[src/rtl/cordic_pkg.sv]
// Shared definitions for the CORDIC phase generator and the CORDIC_angle rotation stage:
// width constants, the 90-degree angle constant and the quadrant fold helper.
package cordic_pkg;

  localparam int PHASE_W = 24;
  localparam int Z_W     = 16;
  localparam logic [Z_W-1:0] ANGLE_90 = 16'h4000;

  typedef struct packed {
    logic           flip;
    logic [Z_W-1:0] z;
  } fold_t;

  // Angles outside [-90, +90) get 180 degrees added; the caller negates x and y to compensate.
  function automatic fold_t cordic_fold(input logic [Z_W-1:0] p);
    fold_t r;
    if (p[Z_W-1] == p[Z_W-2]) begin
      r.flip = 1'b0;
      r.z    = p;
    end else begin
      r.flip = 1'b1;
      r.z    = p ^ {ANGLE_90[Z_W-2:0], 1'b0};
    end
    return r;
  endfunction

endpackage

[src/rtl/cordic_phase_gen_if.sv]
// Control and sample bus of the phase generator: master drives the tuning words,
// slave (the generator) returns the folded angle stream.
interface cordic_phase_gen_if #(
  parameter int Z_W = 16
);
  logic           en;
  logic [3:0]     W;
  logic [3:0]     A;
  logic [Z_W-1:0] z_out;
  logic           flip;
  logic [3:0]     a_out;
  logic           valid;
  logic           wrap;

  modport master (output en, W, A, input z_out, flip, a_out, valid, wrap);
  modport slave  (input en, W, A, output z_out, flip, a_out, valid, wrap);
endinterface

[src/rtl/cordic_phase_lfsr.sv]
// 16-bit Fibonacci LFSR (taps 16,14,13,11, seed 0xACE1) supplying phase dither bits.
// Only instantiated when CORDIC_PHASE_DITHER_EN is defined.
module cordic_phase_lfsr #(
  parameter int OUT_W = 8
) (
  input  logic             clk,
  input  logic             rst_n,
  input  logic             adv_i,
  output logic [OUT_W-1:0] dither_o
);

  logic [15:0] lfsr_q;
  logic [15:0] lfsr_d;
  logic        fb_s;

  assign fb_s     = lfsr_q[15] ^ lfsr_q[13] ^ lfsr_q[12] ^ lfsr_q[10];
  assign dither_o = lfsr_q[OUT_W-1:0];

  always_comb begin
    lfsr_d = lfsr_q;
    if (adv_i) begin
      lfsr_d = {lfsr_q[14:0], fb_s};
    end else begin
      lfsr_d = lfsr_q;
    end
  end

  always_ff @(posedge clk or negedge rst_n) begin
    if (!rst_n) begin
      lfsr_q <= 16'hACE1;
    end else begin
      lfsr_q <= lfsr_d;
    end
  end

endmodule

[src/rtl/cordic_phase_gen.sv]
// Phase accumulator and quadrant folder feeding the CORDIC rotation stage; retunes only at
// a phase wrap. Define CORDIC_PHASE_DITHER_EN to add LFSR dither before phase truncation.
module cordic_phase_gen #(
  parameter int PHASE_W   = cordic_pkg::PHASE_W,
  parameter int Z_W       = cordic_pkg::Z_W,
  parameter int INC_SHIFT = 12
) (
  input logic                clk,
  input logic                rst_n,
  cordic_phase_gen_if.slave  bus
);
  import cordic_pkg::*;

  logic [PHASE_W-1:0] acc_q;
  logic               c1_q;
  logic [3:0]         w_act_q;
  logic [3:0]         a_act_q;
  logic [Z_W-1:0]     z_out_q;
  logic               flip_q;
  logic [3:0]         a_out_q;
  logic               valid_q;
  logic               wrap_q;

  logic [PHASE_W-1:0] inc_act_s;
  logic [PHASE_W:0]   sum_s;
  logic [Z_W-1:0]     p_s;
  logic               retune_s;
  fold_t              fold_s;

  assign inc_act_s = PHASE_W'(w_act_q) << INC_SHIFT;
  assign sum_s     = {1'b0, acc_q} + {1'b0, inc_act_s};
  // An idle generator (w_act == 0) never carries, so it must accept new words every edge.
  assign retune_s  = (bus.en && sum_s[PHASE_W]) || (w_act_q == 4'd0);

`ifdef CORDIC_PHASE_DITHER_EN
  localparam int DW = PHASE_W - Z_W;
  logic [DW-1:0]      dither_s;
  logic [PHASE_W-1:0] dith_acc_s;

  cordic_phase_lfsr #(.OUT_W(DW)) u_lfsr (
    .clk      (clk),
    .rst_n    (rst_n),
    .adv_i    (bus.en),
    .dither_o (dither_s)
  );

  assign dith_acc_s = acc_q + PHASE_W'(dither_s);
  assign p_s        = dith_acc_s[PHASE_W-1 -: Z_W];
`else
  assign p_s = acc_q[PHASE_W-1 -: Z_W];
`endif

  assign fold_s = cordic_fold(p_s);

  always_ff @(posedge clk or negedge rst_n) begin
    if (!rst_n) begin
      acc_q   <= '0;
      c1_q    <= 1'b0;
      w_act_q <= 4'd0;
      a_act_q <= 4'd0;
      z_out_q <= '0;
      flip_q  <= 1'b0;
      a_out_q <= 4'd0;
      valid_q <= 1'b0;
      wrap_q  <= 1'b0;
    end else begin
      if (bus.en) begin
        acc_q   <= sum_s[PHASE_W-1:0];
        c1_q    <= sum_s[PHASE_W];
        z_out_q <= fold_s.z;
        flip_q  <= fold_s.flip;
        a_out_q <= a_act_q;
        wrap_q  <= c1_q;
      end
      if (retune_s) begin
        w_act_q <= bus.W;
        a_act_q <= bus.A;
      end
      valid_q <= bus.en;
    end
  end

  assign bus.z_out = z_out_q;
  assign bus.flip  = flip_q;
  assign bus.a_out = a_out_q;
  assign bus.valid = valid_q;
  assign bus.wrap  = wrap_q;

endmodule

[src/flat_wrapper.sv]
// flat-port wrapper written by rule: the top's interface ports become plain ports
module cordic_phase_gen_flat import cordic_pkg::*;
#(
  parameter int PHASE_W   = cordic_pkg::PHASE_W,
  parameter int Z_W       = cordic_pkg::Z_W,
  parameter int INC_SHIFT = 12
)
  (clk, rst_n, bus_en, bus_W, bus_A, bus_z_out, bus_flip, bus_a_out, bus_valid, bus_wrap);
  cordic_phase_gen_if #(.Z_W(Z_W)) bus_i ();
  input logic clk;
  input logic rst_n;
  input wire logic [$bits(bus_i.en)-1:0] bus_en;
  input wire logic [$bits(bus_i.W)-1:0] bus_W;
  input wire logic [$bits(bus_i.A)-1:0] bus_A;
  output wire logic [$bits(bus_i.z_out)-1:0] bus_z_out;
  output wire logic [$bits(bus_i.flip)-1:0] bus_flip;
  output wire logic [$bits(bus_i.a_out)-1:0] bus_a_out;
  output wire logic [$bits(bus_i.valid)-1:0] bus_valid;
  output wire logic [$bits(bus_i.wrap)-1:0] bus_wrap;
  assign bus_i.en = bus_en;
  assign bus_i.W = bus_W;
  assign bus_i.A = bus_A;
  assign bus_z_out = bus_i.z_out;
  assign bus_flip = bus_i.flip;
  assign bus_a_out = bus_i.a_out;
  assign bus_valid = bus_i.valid;
  assign bus_wrap = bus_i.wrap;
  cordic_phase_gen #(.PHASE_W(PHASE_W), .Z_W(Z_W), .INC_SHIFT(INC_SHIFT)) u_core (.clk(clk), .rst_n(rst_n), .bus(bus_i));
endmodule
[config.mk]
export PLATFORM = sky130hd
export DESIGN_NAME = cordic_phase_gen_flat
export DESIGN_NICKNAME = d
export VERILOG_FILES = /design/src/rtl/cordic_pkg.sv /design/src/rtl/cordic_phase_gen_if.sv /design/src/rtl/cordic_phase_lfsr.sv /design/src/rtl/cordic_phase_gen.sv /design/src/flat_wrapper.sv
export SDC_FILE = /design/constraint.sdc
export NUM_CORES = 1
export LEC_CHECK = 0
export BUFFER_PORTS_ARGS = -buffer_cell sky130_fd_sc_hd__buf_4
export CAP_MARGIN = 0
export CORE_ASPECT_RATIO = 1.25
export CORE_MARGIN = 2
export CORE_UTILIZATION = 30
export DETAILED_ROUTE_END_ITERATION = 16
export PLACE_DENSITY_LB_ADDON = 0.1
export REMOVE_ABC_BUFFERS = 1
export SLEW_MARGIN = 20
export SYNTH_ARGS = -nofsm -noshare
export SYNTH_HDL_FRONTEND = slang
export SYNTH_SLANG_ARGS = --single-unit
export TNS_END_PERCENT = 10
[constraint.sdc]
create_clock -name clk -period 2 [get_ports clk]
set_clock_uncertainty 0.2 [all_clocks]
set_input_delay 0.4 -clock clk [delete_from_list [all_inputs] [get_ports clk]]
set_output_delay 0.4 -clock clk [all_outputs]
set_load 0.03 [all_outputs]
; After elaboration in Yosys (flattened, before gate mapping)
; Index checks and enable logic that the tools add are counted.
[classes]
add_sub_neg = 1
eq_ne = 1
mux = 1
bitwise = 1
n_reduce_logical = 3
[ops]
columns = operator, n
row1 = $add 24x16->25, 1
row2 = $mux 17, 1
row3 = $logic_not 4->1, 1
row4 = $eq 1x1->1, 1
row5 = $logic_and 1x1->1, 1
row6 = $logic_or 1x1->1, 1
row7 = $not 1->1, 1
[word_totals]
register_bits = 56
inputBits = 11
output_inout_bits = 23

; Depth between registers and ports, before layout
[depth]
ltp_word = 3
depth_mapped = 8

; Worst setup path after synthesis
; OpenSTA, ideal clock, no wires.
[synth_timing]
path_kind = register to register
start = register u_core.w_act_q[0]
end = register u_core.a_act_q[0]
arrival_ps = 1922
setup_slack_ps = -247
stages_incl_launch_ff = 9
n_path_buf = 1
period_less_slack_ps = 2247
path_cell_list = dfrtp_1 -> ha_1 -> inv_1 -> fa_1 -> nand2b_1 -> a21oi_2 -> a31o_1 -> buf_6 -> mux2_4
[synth_between]
elab_chain_cells = 3
elab_cells_between_ends = 4
classes_between = add/sub (1) / reduce/logical (3)
[synth_lines]
columns = item, line_no
row1 = from (decl), cordic_phase_gen.sv:16  ; logic [3:0] w_act_q;
row2 = from (signal assigned), cordic_phase_gen.sv:76  ; w_act_q <= bus.W;
row3 = $add 24x16->25, cordic_phase_gen.sv:31  ; assign sum_s = {1'b0, acc_q} + {1'b0, inc_act_s};
row4 = $logic_and 1x1->1, cordic_phase_gen.sv:33  ; assign retune_s = (bus.en && sum_s[PHASE_W]) || (w_act_q == 4'd0);
row5 = $logic_or 1x1->1 *, cordic_phase_gen.sv:33
row6 = to (signal assigned), cordic_phase_gen.sv:77  ; a_act_q <= bus.A;
row7 = to (decl), cordic_phase_gen.sv:17  ; logic [3:0] a_act_q;
; Every way passes the cells marked *; elsewhere a longest branch is shown, timed or not.
; A chain may end at the register's enable or synchronous reset.

; Final worst setup path
[layout_timing]
start = register u_core.acc_q[12]
end = register u_core.a_act_q[0]
[layout_between]
elab_chain_cells = 3
[layout_lines]
columns = item, line_no
row1 = from (decl), cordic_phase_gen.sv:14  ; logic [PHASE_W-1:0] acc_q;
row2 = from (signal assigned), cordic_phase_gen.sv:68  ; acc_q <= sum_s[PHASE_W-1:0];
row3 = $add 24x16->25, cordic_phase_gen.sv:31
row4 = $logic_and 1x1->1, cordic_phase_gen.sv:33
row5 = $logic_or 1x1->1, cordic_phase_gen.sv:33
; Every way passes these cells.

==> summary.md <==
| Metric | Value |
|---|---|
| Status | `complete, but fails checks` |
| Failing checks | `negative setup slack` |
| Critical path required time | `1.98 ns` |
| Power density over cell area | `1527 mW/mm²` |
| Detailed Routing Iterations Pass 1 | `4` |
| Chip width | `72.42 µm` |
| Register Area | `0.001001 mm²` |
| Synth Area in Compound Gates | `6.486%` |
| Synth Area per Inst | `13.50 µm²` |
| CP Capture Type | `register` |
| Yosys top cell by area | `dfrtp_1` |
| Die Y | `89.53 µm` |
| Maximum clock rate | `486.2 MHz` |
| Area share of fa/ha/maj cells after synthesis | `4.704%` |
| Hold Fails Final Rpt | `0` |
| Hold WC Path Type | `input pin to register` |
| Post-route setup slack | `-0.05688 ns` |
| Register area share after synthesis | `57.02%` |
| Final period util | `102.8%` |
| Mux cell area share after synthesis | `15.61%` |
| Std-Cell Rows | `31` |
| Ys async rst share | `100.0%` |
| Fillers | `576` |
| Number of port buffers | `29` |
| # DRC | `0` |
| RSZ-0062 raised after global routing | `true` |
| Post-synthesis cell type count | `31` |
| Vias in the first global route | `1134` |
| Post-DR vias/cell | `4.626` |
| WL final | `3375 µm` |
| CP arrival | `2.04 ns` |
| Worst hold slack | `0.1238 ns` |
| Share of cells above drive strength 1 | `48.59%` |
| Count leader, synth | `dfrtp_1` |
| Core area | `0.005741 mm²` |
| Syn Inst Count | `130` |
| Clock Path Buffers | `2` |
| Post-synth top cells | `dfrtp_1, mux2_2, nor2_1, xnor2_1` |
| Busiest grt layer | `met2` |
| NumNets Final | `193` |
| Placer Congestion | `0.7496` |
| Synthesized flop and latch total | `40` |
| Largest family of logic cells by synthesized area | `multiplexers` |
| Largest net degree at the start of global routing | `41` |
| IO Count | `34` |
| Number of synthesized flops with an enable pin | `0` |
| Via count | `1124` |
| M1 GR Usage | `14.01%` |
| Max FO, Critical Path | `5` |
| Remaining Overflow, GRT | `0` |
| Synth top area cells | `dfrtp_1, mux2_2, ha_1, xnor2_1, mux2_4` |
| CP max stage cell | `dfrtp_1` |
| Multi-input gate area | `740.7 µm²` |
| CTS root buf | `clkbuf_8` |
| Cell Area, Synth | `0.001755 mm²` |
| CTS clk-pin slew, worst paths | `0.08 ns` |
| Simple-Gate Fraction of Synth Area | `6.700%` |
| Slew @ Worst Pin | `0.5179 ns` |
| Crit start category | `register` |
| H-tree lvl count | `2` |
| Critical Path Max Stage Delay | `0.36 ns` |
| Peak VDD IR | `0.6285 mV` |
| Syn. warnings | `0` |
| First-pass GRT wire length | `5554 µm` |
| CP Cell Sequence | `ha_2 -> inv_2 -> fa_2 -> nand2b_4 -> a21oi_4 -> a31o_4 -> mux2_4` |
| Maxcap violations | `0` |
| Crit Path Category | `register to register` |
| Initial antenna violation count | `0` |
| Met2 Usage GRT | `18.85%` |
| GRT Overall Usage | `11.52%` |
| HPWL after detailed placement | `2407 µm` |
| Top cell type's share of synthesized area | `57.02%` |
| # diodes | `0` |
| Leak Pwr | `1.076 nW` |
| Power Total | `0.003532 W` |
| Worst-Skew Late Latency | `0.29 ns` |
| GRT met3 Usage | `3.269%` |
| DIE AREA | `0.006483 mm²` |
| Reg2reg setup slack | `-0.06 ns` |
| Final Setup Violations | `4` |
| Post-synthesis xor/xnor area fraction | `4.989%` |
| Layout area overhead | `31.79%` |
| Wire length per cell | `13.89 µm` |
| Detail Route Antenna Nets | `0` |
| CTS tree | `yes` |
| Initial core utilization | `30.58%` |
| Clock Sinks | `40` |
| Min Tclk post-route | `2.057 ns` |
| Main synth FF type | `dfrtp_1` |
| Slew Viols, Final | `0` |
| Max transition margin | `65.48%` |
| Cts bufs inserted | `5` |
| Initial drt markers | `20` |
layout by cell type (no fill, tap or decap), drive strengths merged:
cell type     n
a211o         1
a211oi        1
a21o          1
a21oi         5
a22o          4
a31o          1
and4          1
buf          43
bufinv        1
clkbuf        7
conb          4
dfrtp        40
dlygate4sd3   1
fa            1
ha            5
inv           5
mux2         23
nand2         3
nand2b        1
nand3         4
nand3b        1
nand4         2
nor2          8
nor4          1
o21a          1
o21ai         2
xnor2         7
xor2          3
per-layer routing:
metal  vias to the layer above  share of wire (%)  routed length, µm
li1                        532                  -                  -
met1                       559                 44               1485
met2                        28                 49               1667
met3                         5                4.7                158
met4                         0                1.9                 64
met5                         -                  0                  0
worst max-delay path, delay by kind of cell, from the launching register on:
kind,cells,cell delay [ns]
DFF,1,0.36
and+or+nand+nor,1,0.15
buffers and inverters,1,0.04
muxes,1,0.31
AOI/OAI and AO/OA,2,0.36
adders and majority gates,2,0.52
where the power goes:
part / total, W / switching (W) / internal (W)
Clock: 0.000719 / 0.000279 / 0.000440
Sequential: 0.00132 / 0.000214 / 0.00110
Combinational: 0.00149 / 0.000739 / 0.000755
Total: 0.00353 / 0.00123 / 0.00230
registers in the layout, summed over array words and instances (netlist names):
signal            count
u_core.a_act_q        4
u_core.w_act_q        4
u_core.bus.wrap       1
u_core.bus.z_out     12
u_core.bus.valid      1
u_core.acc_q         12
u_core.bus.a_out      4
u_core.bus.flip       1
u_core.c1_q           1
what timing repair did:
action	in CTS	in global routing
hold buffers	1	0
setup buffers	0	1
pin swaps	2	11
resized for setup	8	6
hold endpoints to repair	40	0
endpoints found under the setup margin	13	16
logic make-up (layout without fill, tap and decap cells):
family	count (synthesis)	in the layout
compound gates	16	16
xor+xnor	10	10
fa+ha+maj	6	6
buf+inv	13	57
flops	40	40
mux	23	23
other cells	1	4
simple gates	21	21
through the flow:
step	worst slack (ns)	setup TNS [ns]	cell area [µm²]	std cells	util, %
final	-0.05688	-0.2111	2313	243	40.30
after global routing	-0.1234	-0.7348	2313	243	40.30
after CTS	-0.08314	-0.6533	2278	242	39.69
after detailed placement	-0.2575	-1.958	2108	233	36.73
after floorplan	-0.3292	-1.775	1710	125	-
after global placement	-0.1940	-1.451	2108	233	36.73
path summary, 6_finish.rpt:
check	from	end	cells after the start
min in group asynchronous	rst_n	u_core.bus.z_out[11]	2
hold reg to reg	u_core.acc_q[21]	u_core.acc_q[21]	1
max in group asynchronous	rst_n	u_core.bus.z_out[15]	2
setup reg to reg	u_core.acc_q[12]	u_core.a_act_q[0]	7
hold / removal	bus_W[3]	u_core.w_act_q[3]	2
setup / recovery	u_core.acc_q[12]	u_core.a_act_q[0]	7
layout make-up:
class                           count  area share [%]
Sequential cell                    40           43.27
Multi-Input combinational cell     80           32.02
Timing Repair Buffer               44           14.87
Clock buffer                        7           4.164
Tap cell                           66           3.569
Clock inverter                      1           1.298
Inverter                            5          0.8112
Power figures use the tool's default switching activity.
